<file path="config.mk">
export PLATFORM = sky130hd
export DESIGN_NAME = sram_blk_writer_flat
export DESIGN_NICKNAME = d
export VERILOG_FILES = /design/src/rtl/sram_blk_writer_if.sv /design/src/rtl/sram_blk_writer.sv /design/src/flat_wrapper.sv
export SDC_FILE = /design/constraint.sdc
export NUM_CORES = 1
export LEC_CHECK = 0
export BUFFER_PORTS_ARGS = -buffer_cell sky130_fd_sc_hd__buf_2
export CAP_MARGIN = 20
export CORE_MARGIN = 3
export CORE_UTILIZATION = 50
export CTS_CLUSTER_SIZE = 30
export DETAILED_ROUTE_END_ITERATION = 8
export GPL_TIMING_DRIVEN = 0
export PLACE_DENSITY = 0.94
export SLEW_MARGIN = 25
export SYNTH_ARGS = -nofsm -noshare
export SYNTH_HDL_FRONTEND = slang
export SYNTH_SLANG_ARGS = --single-unit
</file>
<file path="constraint.sdc">
create_clock -name i_clk -period 2.9 [get_ports i_clk]
set_input_delay 0.435 -clock i_clk [delete_from_list [all_inputs] [get_ports i_clk]]
set_output_delay 0.435 -clock i_clk [all_outputs]
set_load 0.1 [all_outputs]
</file>
<file path="src/rtl/sram_blk_writer_if.sv">
// Bundle of request, FIFO-side and SRAM-side signals for the block write engine.
// Block request: a request transfers on a rising clock edge where i_blk_vld && o_blk_rdy.
// The producer holds i_blk_addr steady while i_blk_vld is high and the engine is not ready.
interface sram_blk_writer_if #(
  parameter int ADDR_W = 10,
  parameter int DATA_W = 64,
  parameter int BEATS  = 8
);
  localparam int BEAT_W = $clog2(BEATS);

  logic [ADDR_W-1:0]        i_blk_addr;
  logic                     i_blk_vld;
  logic                     o_blk_rdy;
  logic [DATA_W-1:0]        i_fifo_data;
  logic                     i_fifo_empty;
  logic                     o_fifo_ren;
  logic                     i_sram_stall;
  logic [ADDR_W+BEAT_W-1:0] o_sram_addr;
  logic                     o_sram_wen;
  logic [DATA_W-1:0]        o_sram_data;
  logic                     o_blk_done;
  logic                     o_busy;
  logic                     o_dbg_state;

  modport slave (
    input  i_blk_addr, i_blk_vld, i_fifo_data, i_fifo_empty, i_sram_stall,
    output o_blk_rdy, o_fifo_ren, o_sram_addr, o_sram_wen, o_sram_data,
           o_blk_done, o_busy, o_dbg_state
  );

  modport master (
    output i_blk_addr, i_blk_vld, i_fifo_data, i_fifo_empty, i_sram_stall,
    input  o_blk_rdy, o_fifo_ren, o_sram_addr, o_sram_wen, o_sram_data,
           o_blk_done, o_busy, o_dbg_state
  );
endinterface

</file>
<file path="src/rtl/sram_blk_writer.sv">
// Block write engine: accepts a block address, then drains BEATS words from a FWFT FIFO
// into consecutive SRAM word addresses {blk_addr, beat}, honouring FIFO-empty and SRAM stall.
module sram_blk_writer #(
  parameter int ADDR_W = 10,
  parameter int DATA_W = 64,
  parameter int BEATS  = 8
) (
  input  logic               i_clk,
  input  logic               i_rst_n,
  sram_blk_writer_if.slave   bus
);
  localparam int BEAT_W = $clog2(BEATS);
  localparam logic [BEAT_W-1:0] LAST_BEAT = BEAT_W'(BEATS - 1);

  typedef enum logic {S_IDLE = 1'b0, S_WRITE = 1'b1} state_t;

  state_t                   r_state;
  state_t                   w_state_nxt;
  logic [ADDR_W-1:0]        r_blk_addr;
  logic [BEAT_W-1:0]        r_beat_cnt;
  logic [ADDR_W+BEAT_W-1:0] r_sram_addr;
  logic                     r_sram_wen;
  logic [DATA_W-1:0]        r_sram_data;
  logic                     r_blk_done;

  logic w_hold;
  logic w_ren;
  logic w_accept;
  logic w_last_ren;
  logic w_last_compl;

  // A stalled write sits in the output stage; no new pop until it drains, which also
  // keeps a freshly accepted block behind the previous block's last beat.
  always_comb begin
    w_hold       = r_sram_wen && bus.i_sram_stall;
    w_ren        = (r_state == S_WRITE) && !bus.i_fifo_empty && !w_hold;
    w_accept     = (r_state == S_IDLE) && bus.i_blk_vld;
    w_last_ren   = w_ren && (r_beat_cnt == LAST_BEAT);
    w_last_compl = r_sram_wen && !bus.i_sram_stall &&
                   (r_sram_addr[BEAT_W-1:0] == LAST_BEAT);
  end

  always_comb begin
    w_state_nxt = r_state;
    case (r_state)
      S_IDLE:  if (w_accept)   w_state_nxt = S_WRITE;
      S_WRITE: if (w_last_ren) w_state_nxt = S_IDLE;
      default: w_state_nxt = S_IDLE;
    endcase
  end

  always_ff @(posedge i_clk or negedge i_rst_n) begin
    if (!i_rst_n) r_state <= S_IDLE;
    else          r_state <= w_state_nxt;
  end

  always_ff @(posedge i_clk or negedge i_rst_n) begin
    if (!i_rst_n) begin
      r_blk_addr <= '0;
      r_beat_cnt <= '0;
    end else if (w_accept) begin
      r_blk_addr <= bus.i_blk_addr;
      r_beat_cnt <= '0;
    end else if (w_ren) begin
      r_beat_cnt <= r_beat_cnt + BEAT_W'(1);
    end
  end

  // Output stage: a popped word lands here one cycle after its ren; replayed while stalled.
  always_ff @(posedge i_clk or negedge i_rst_n) begin
    if (!i_rst_n) begin
      r_sram_wen  <= 1'b0;
      r_sram_addr <= '0;
      r_sram_data <= '0;
      r_blk_done  <= 1'b0;
    end else begin
      r_blk_done <= w_last_compl;
      if (w_ren) begin
        r_sram_wen  <= 1'b1;
        r_sram_addr <= {r_blk_addr, r_beat_cnt};
        r_sram_data <= bus.i_fifo_data;
      end else if (!w_hold) begin
        r_sram_wen  <= 1'b0;
      end
    end
  end

  assign bus.o_blk_rdy   = (r_state == S_IDLE);
  assign bus.o_fifo_ren  = w_ren;
  assign bus.o_sram_addr = r_sram_addr;
  assign bus.o_sram_wen  = r_sram_wen;
  assign bus.o_sram_data = r_sram_data;
  assign bus.o_blk_done  = r_blk_done;
  assign bus.o_busy      = (r_state != S_IDLE) || r_sram_wen;
  assign bus.o_dbg_state = r_state;
endmodule
</file>
<file path="src/flat_wrapper.sv">
// flat-port wrapper written by rule: the top's interface ports become plain ports
module sram_blk_writer_flat 
#(
  parameter int ADDR_W = 10,
  parameter int DATA_W = 64,
  parameter int BEATS  = 8
)
  (i_clk, i_rst_n, bus_i_blk_addr, bus_i_blk_vld, bus_i_fifo_data, bus_i_fifo_empty, bus_i_sram_stall, bus_o_blk_rdy, bus_o_fifo_ren, bus_o_sram_addr, bus_o_sram_wen, bus_o_sram_data, bus_o_blk_done, bus_o_busy, bus_o_dbg_state);
  sram_blk_writer_if #(.ADDR_W(ADDR_W), .DATA_W(DATA_W), .BEATS(BEATS)) bus_i ();
  input  logic i_clk;
  input  logic i_rst_n;
  input wire logic [$bits(bus_i.i_blk_addr)-1:0] bus_i_blk_addr;
  input wire logic [$bits(bus_i.i_blk_vld)-1:0] bus_i_blk_vld;
  input wire logic [$bits(bus_i.i_fifo_data)-1:0] bus_i_fifo_data;
  input wire logic [$bits(bus_i.i_fifo_empty)-1:0] bus_i_fifo_empty;
  input wire logic [$bits(bus_i.i_sram_stall)-1:0] bus_i_sram_stall;
  output wire logic [$bits(bus_i.o_blk_rdy)-1:0] bus_o_blk_rdy;
  output wire logic [$bits(bus_i.o_fifo_ren)-1:0] bus_o_fifo_ren;
  output wire logic [$bits(bus_i.o_sram_addr)-1:0] bus_o_sram_addr;
  output wire logic [$bits(bus_i.o_sram_wen)-1:0] bus_o_sram_wen;
  output wire logic [$bits(bus_i.o_sram_data)-1:0] bus_o_sram_data;
  output wire logic [$bits(bus_i.o_blk_done)-1:0] bus_o_blk_done;
  output wire logic [$bits(bus_i.o_busy)-1:0] bus_o_busy;
  output wire logic [$bits(bus_i.o_dbg_state)-1:0] bus_o_dbg_state;
  assign bus_i.i_blk_addr = bus_i_blk_addr;
  assign bus_i.i_blk_vld = bus_i_blk_vld;
  assign bus_i.i_fifo_data = bus_i_fifo_data;
  assign bus_i.i_fifo_empty = bus_i_fifo_empty;
  assign bus_i.i_sram_stall = bus_i_sram_stall;
  assign bus_o_blk_rdy = bus_i.o_blk_rdy;
  assign bus_o_fifo_ren = bus_i.o_fifo_ren;
  assign bus_o_sram_addr = bus_i.o_sram_addr;
  assign bus_o_sram_wen = bus_i.o_sram_wen;
  assign bus_o_sram_data = bus_i.o_sram_data;
  assign bus_o_blk_done = bus_i.o_blk_done;
  assign bus_o_busy = bus_i.o_busy;
  assign bus_o_dbg_state = bus_i.o_dbg_state;
  sram_blk_writer #(.ADDR_W(ADDR_W), .DATA_W(DATA_W), .BEATS(BEATS)) u_core (.i_clk(i_clk), .i_rst_n(i_rst_n), .bus(bus_i));
endmodule
</file>
==> metrics.cfg <==
[status]
status=completed

[clock_network]
numCtsBuffers=9
cts_tree=done
clockBufferDepth=2
worstSkewPairLatency_ns=0.34
clock-root-buffer=clkbuf_8
clock_sinks=93
htreeDepth=3
clk_pin_slew_ns=0.09

[logic_synthesis]
synth_seq_cells=93
syn_nets=294
synth_seq_area_share_pct=64.8
ys_types=20
synth_largest_area_cell=dfrtp_1
yosysWarningCount=0
syn_avg_cell_area_um2=16.9
syn_area_mm2=0.00359
syn-instance-count=213
netlist_top_cells_area=dfrtp_1, mux2_2, buf_8
synth_top_area_share_pct=64.8

[critical_path]
reg2reg_from=u_core.bus.o_dbg_state$_DFF_PN0_
cp_slowest_cell=dfrtp_1
worstPathRequired_ns=2.47
r2r-end=u_core.bus.o_sram_data[15]$_DFFE_PN0P_
crit_path_end_kind=output pin
startpoint=u_core.bus.o_dbg_state$_DFF_PN0_
crit_fanout=10
reg2reg_slack_ns=1.32
critical-path-max-stage-delay_ns=0.48
cp-start-kind=flop
arrival_ns=1.86
crit_path_cell_trace=nor2b_4 -> nand2_4 -> inv_8 -> buf_8 -> buf_2
r2r_cells=5
path_class=flop to output pin

[floorplan]
die-area_mm2=0.00824
initial_utilization_pct=52.3
row_count=30
core_area_mm2=0.00687
chipHeight_um=90.8
dieWidth_um=90.8
ios=162

[timing]
fin_setup_tns_ns=0
fin_crit_ns=2.30
maxSlewViolCount=0
setup_viol=0
max_freq_mhz=435
worst_slew_pin_slew_ns=0.501
timing.hold.ws_ns=0.272
post-route-period-util_pct=79.3
max_slew_margin_pct=66.8
rsz0062_at_grt=false
setup_ws_ns=0.602
hold_violations=0
finClkSkew_ns=0.00968

[global_route]
antenna_found_initial=0
grt_pass1_vias=2570
grt_util_met2_pct=32.6
grt_max_degree=51
grt_remaining_overflow=0
top_usage_layer=met2
gr-usage-met1_pct=21.0
grt.total_usage_pct=18.6
met3_usage_pct=6.00
grt_pass1_wl_um=12100

[placement]
post-place-ws_ns=0.921
placed_cell_area_mm2=0.00455
gp_congestion=0.719
dpl.hpwl_um=5630
numPortBuffers=161

[layout]
seqCellArea_mm2=0.00233
layout_commonest_cell=buf_2
final_nets=468
areaGrowthSynthToFinish_pct=33.9
fin_area_mm2=0.00481
multiInputGateArea_mm2=0.00112
drive_gt1_share_pct=70.9
diodes=0
nFillCells=495
layout_common_cells=buf_2, dfrtp_1, mux2_2

[min_path]
hold_class=input port to flop
hold_start=bus_i_sram_stall
hold_path_end=u_core.bus.o_blk_done$_DFF_PN0_
whs_path_depth=2

[detailed_routing]
drc=0
drt-vias-per-instance=4.84
drtPass1Iterations=3
wl_per_cell_um=14.9
vias=2364
drt-initial-drc-count=60
drt_wl_total_um=7290
ant_nets=0

[flow_run]
cap_violations=0

[metal layers]
metal | vias up | wire [um]
met3 | 16 | 591
met5 | - | 0
li1 | 1090 | -
met4 | 0 | 140
met2 | 103 | 3790
met1 | 1155 | 2770
[layout make-up]
type | count | share of cell area [%]
Clock buffer | 10 | 2.86
Tap cell | 96 | 2.50
Sequential cell | 93 | 48.4
Clock inverter | 6 | 2.29
Multi-Input combinational cell | 109 | 23.4
Timing Repair Buffer | 163 | 17.7
Inverter | 2 | 0.312
Buffer | 9 | 2.60
[cells in the mapped netlist]
cell type,count
ha_1,2
nand4_1,1
a21oi_1,1
dfrtp_1,93
mux2i_1,1
inv_8,1
or2b_1,1
or2_2,1
o21ai_0,2
nand2b_1,1
and2b_1,1
nor2b_4,1
mux2_2,87
buf_8,8
inv_1,1
nand2_1,5
nand3_1,2
buf_2,1
nand2_4,1
nor2_1,2
[through the flow]
| step | instances | util (%) |
|---|---|---|
| after global placement | 470 | 65.8 |
| after global routing | 488 | 70.0 |
| after detailed placement | 471 | 66.3 |
| after CTS | 488 | 70.0 |
| final | 488 | 70.0 |
| after floorplan | 213 | - |
[state kept, by name (all words and copies together) (netlist names)]
| signal | flops |
|---|---|
| u_core.bus.o_sram_wen | 1 |
| u_core.bus.o_sram_data | 64 |
| u_core.bus.o_blk_done | 1 |
| u_core.bus.o_sram_addr | 13 |
| u_core.r_blk_addr | 10 |
| u_core.r_beat_cnt | 3 |
| u_core.bus.o_dbg_state | 1 |
[what timing repair did]
item / in CTS / in global routing
hold buffers: 1 / 0
buffers inserted: 0 / 0
endpoints found under the hold margin: 1 / 0
gates resized for setup: 0 / 0
[cells by family (layout without fill, tap and decap cells)]
logic type | Yosys count | count (layout) | share of synthesized area, %
flip-flops | 93 | 93 | 64.8
adder cells (fa/ha/maj) | 2 | 2 | 0.697
buffers and inverters | 11 | 190 | 3.90
AND/OR/NAND/NOR | 16 | 16 | 2.65
multiplexers | 88 | 88 | 27.6
AO/OA/AOI/OAI | 3 | 3 | 0.418
[worst max path at each step]
stage	end	slack [ns]
3_3_place_gp	u_core.bus.o_sram_data[63]$_DFFE_PN0P_	0.66
2_1_floorplan	u_core.bus.o_sram_data[29]$_DFFE_PN0P_	0.68
4_1_cts	bus_o_fifo_ren	0.58
6_report	bus_o_fifo_ren	0.60
5_1_grt	bus_o_fifo_ren	0.51
3_5_place_dp	bus_o_fifo_ren	0.92
[critical path: cells and delay by family (launching register included)]
kind | cells | cell delay (ns)
buffers and inverters | 3 | 0.70
DFF | 1 | 0.48
and+or+nand+nor | 2 | 0.34
Power is not shown: default switching activity piles up to over one toggle a cycle in this logic, so the estimate is an artifact.
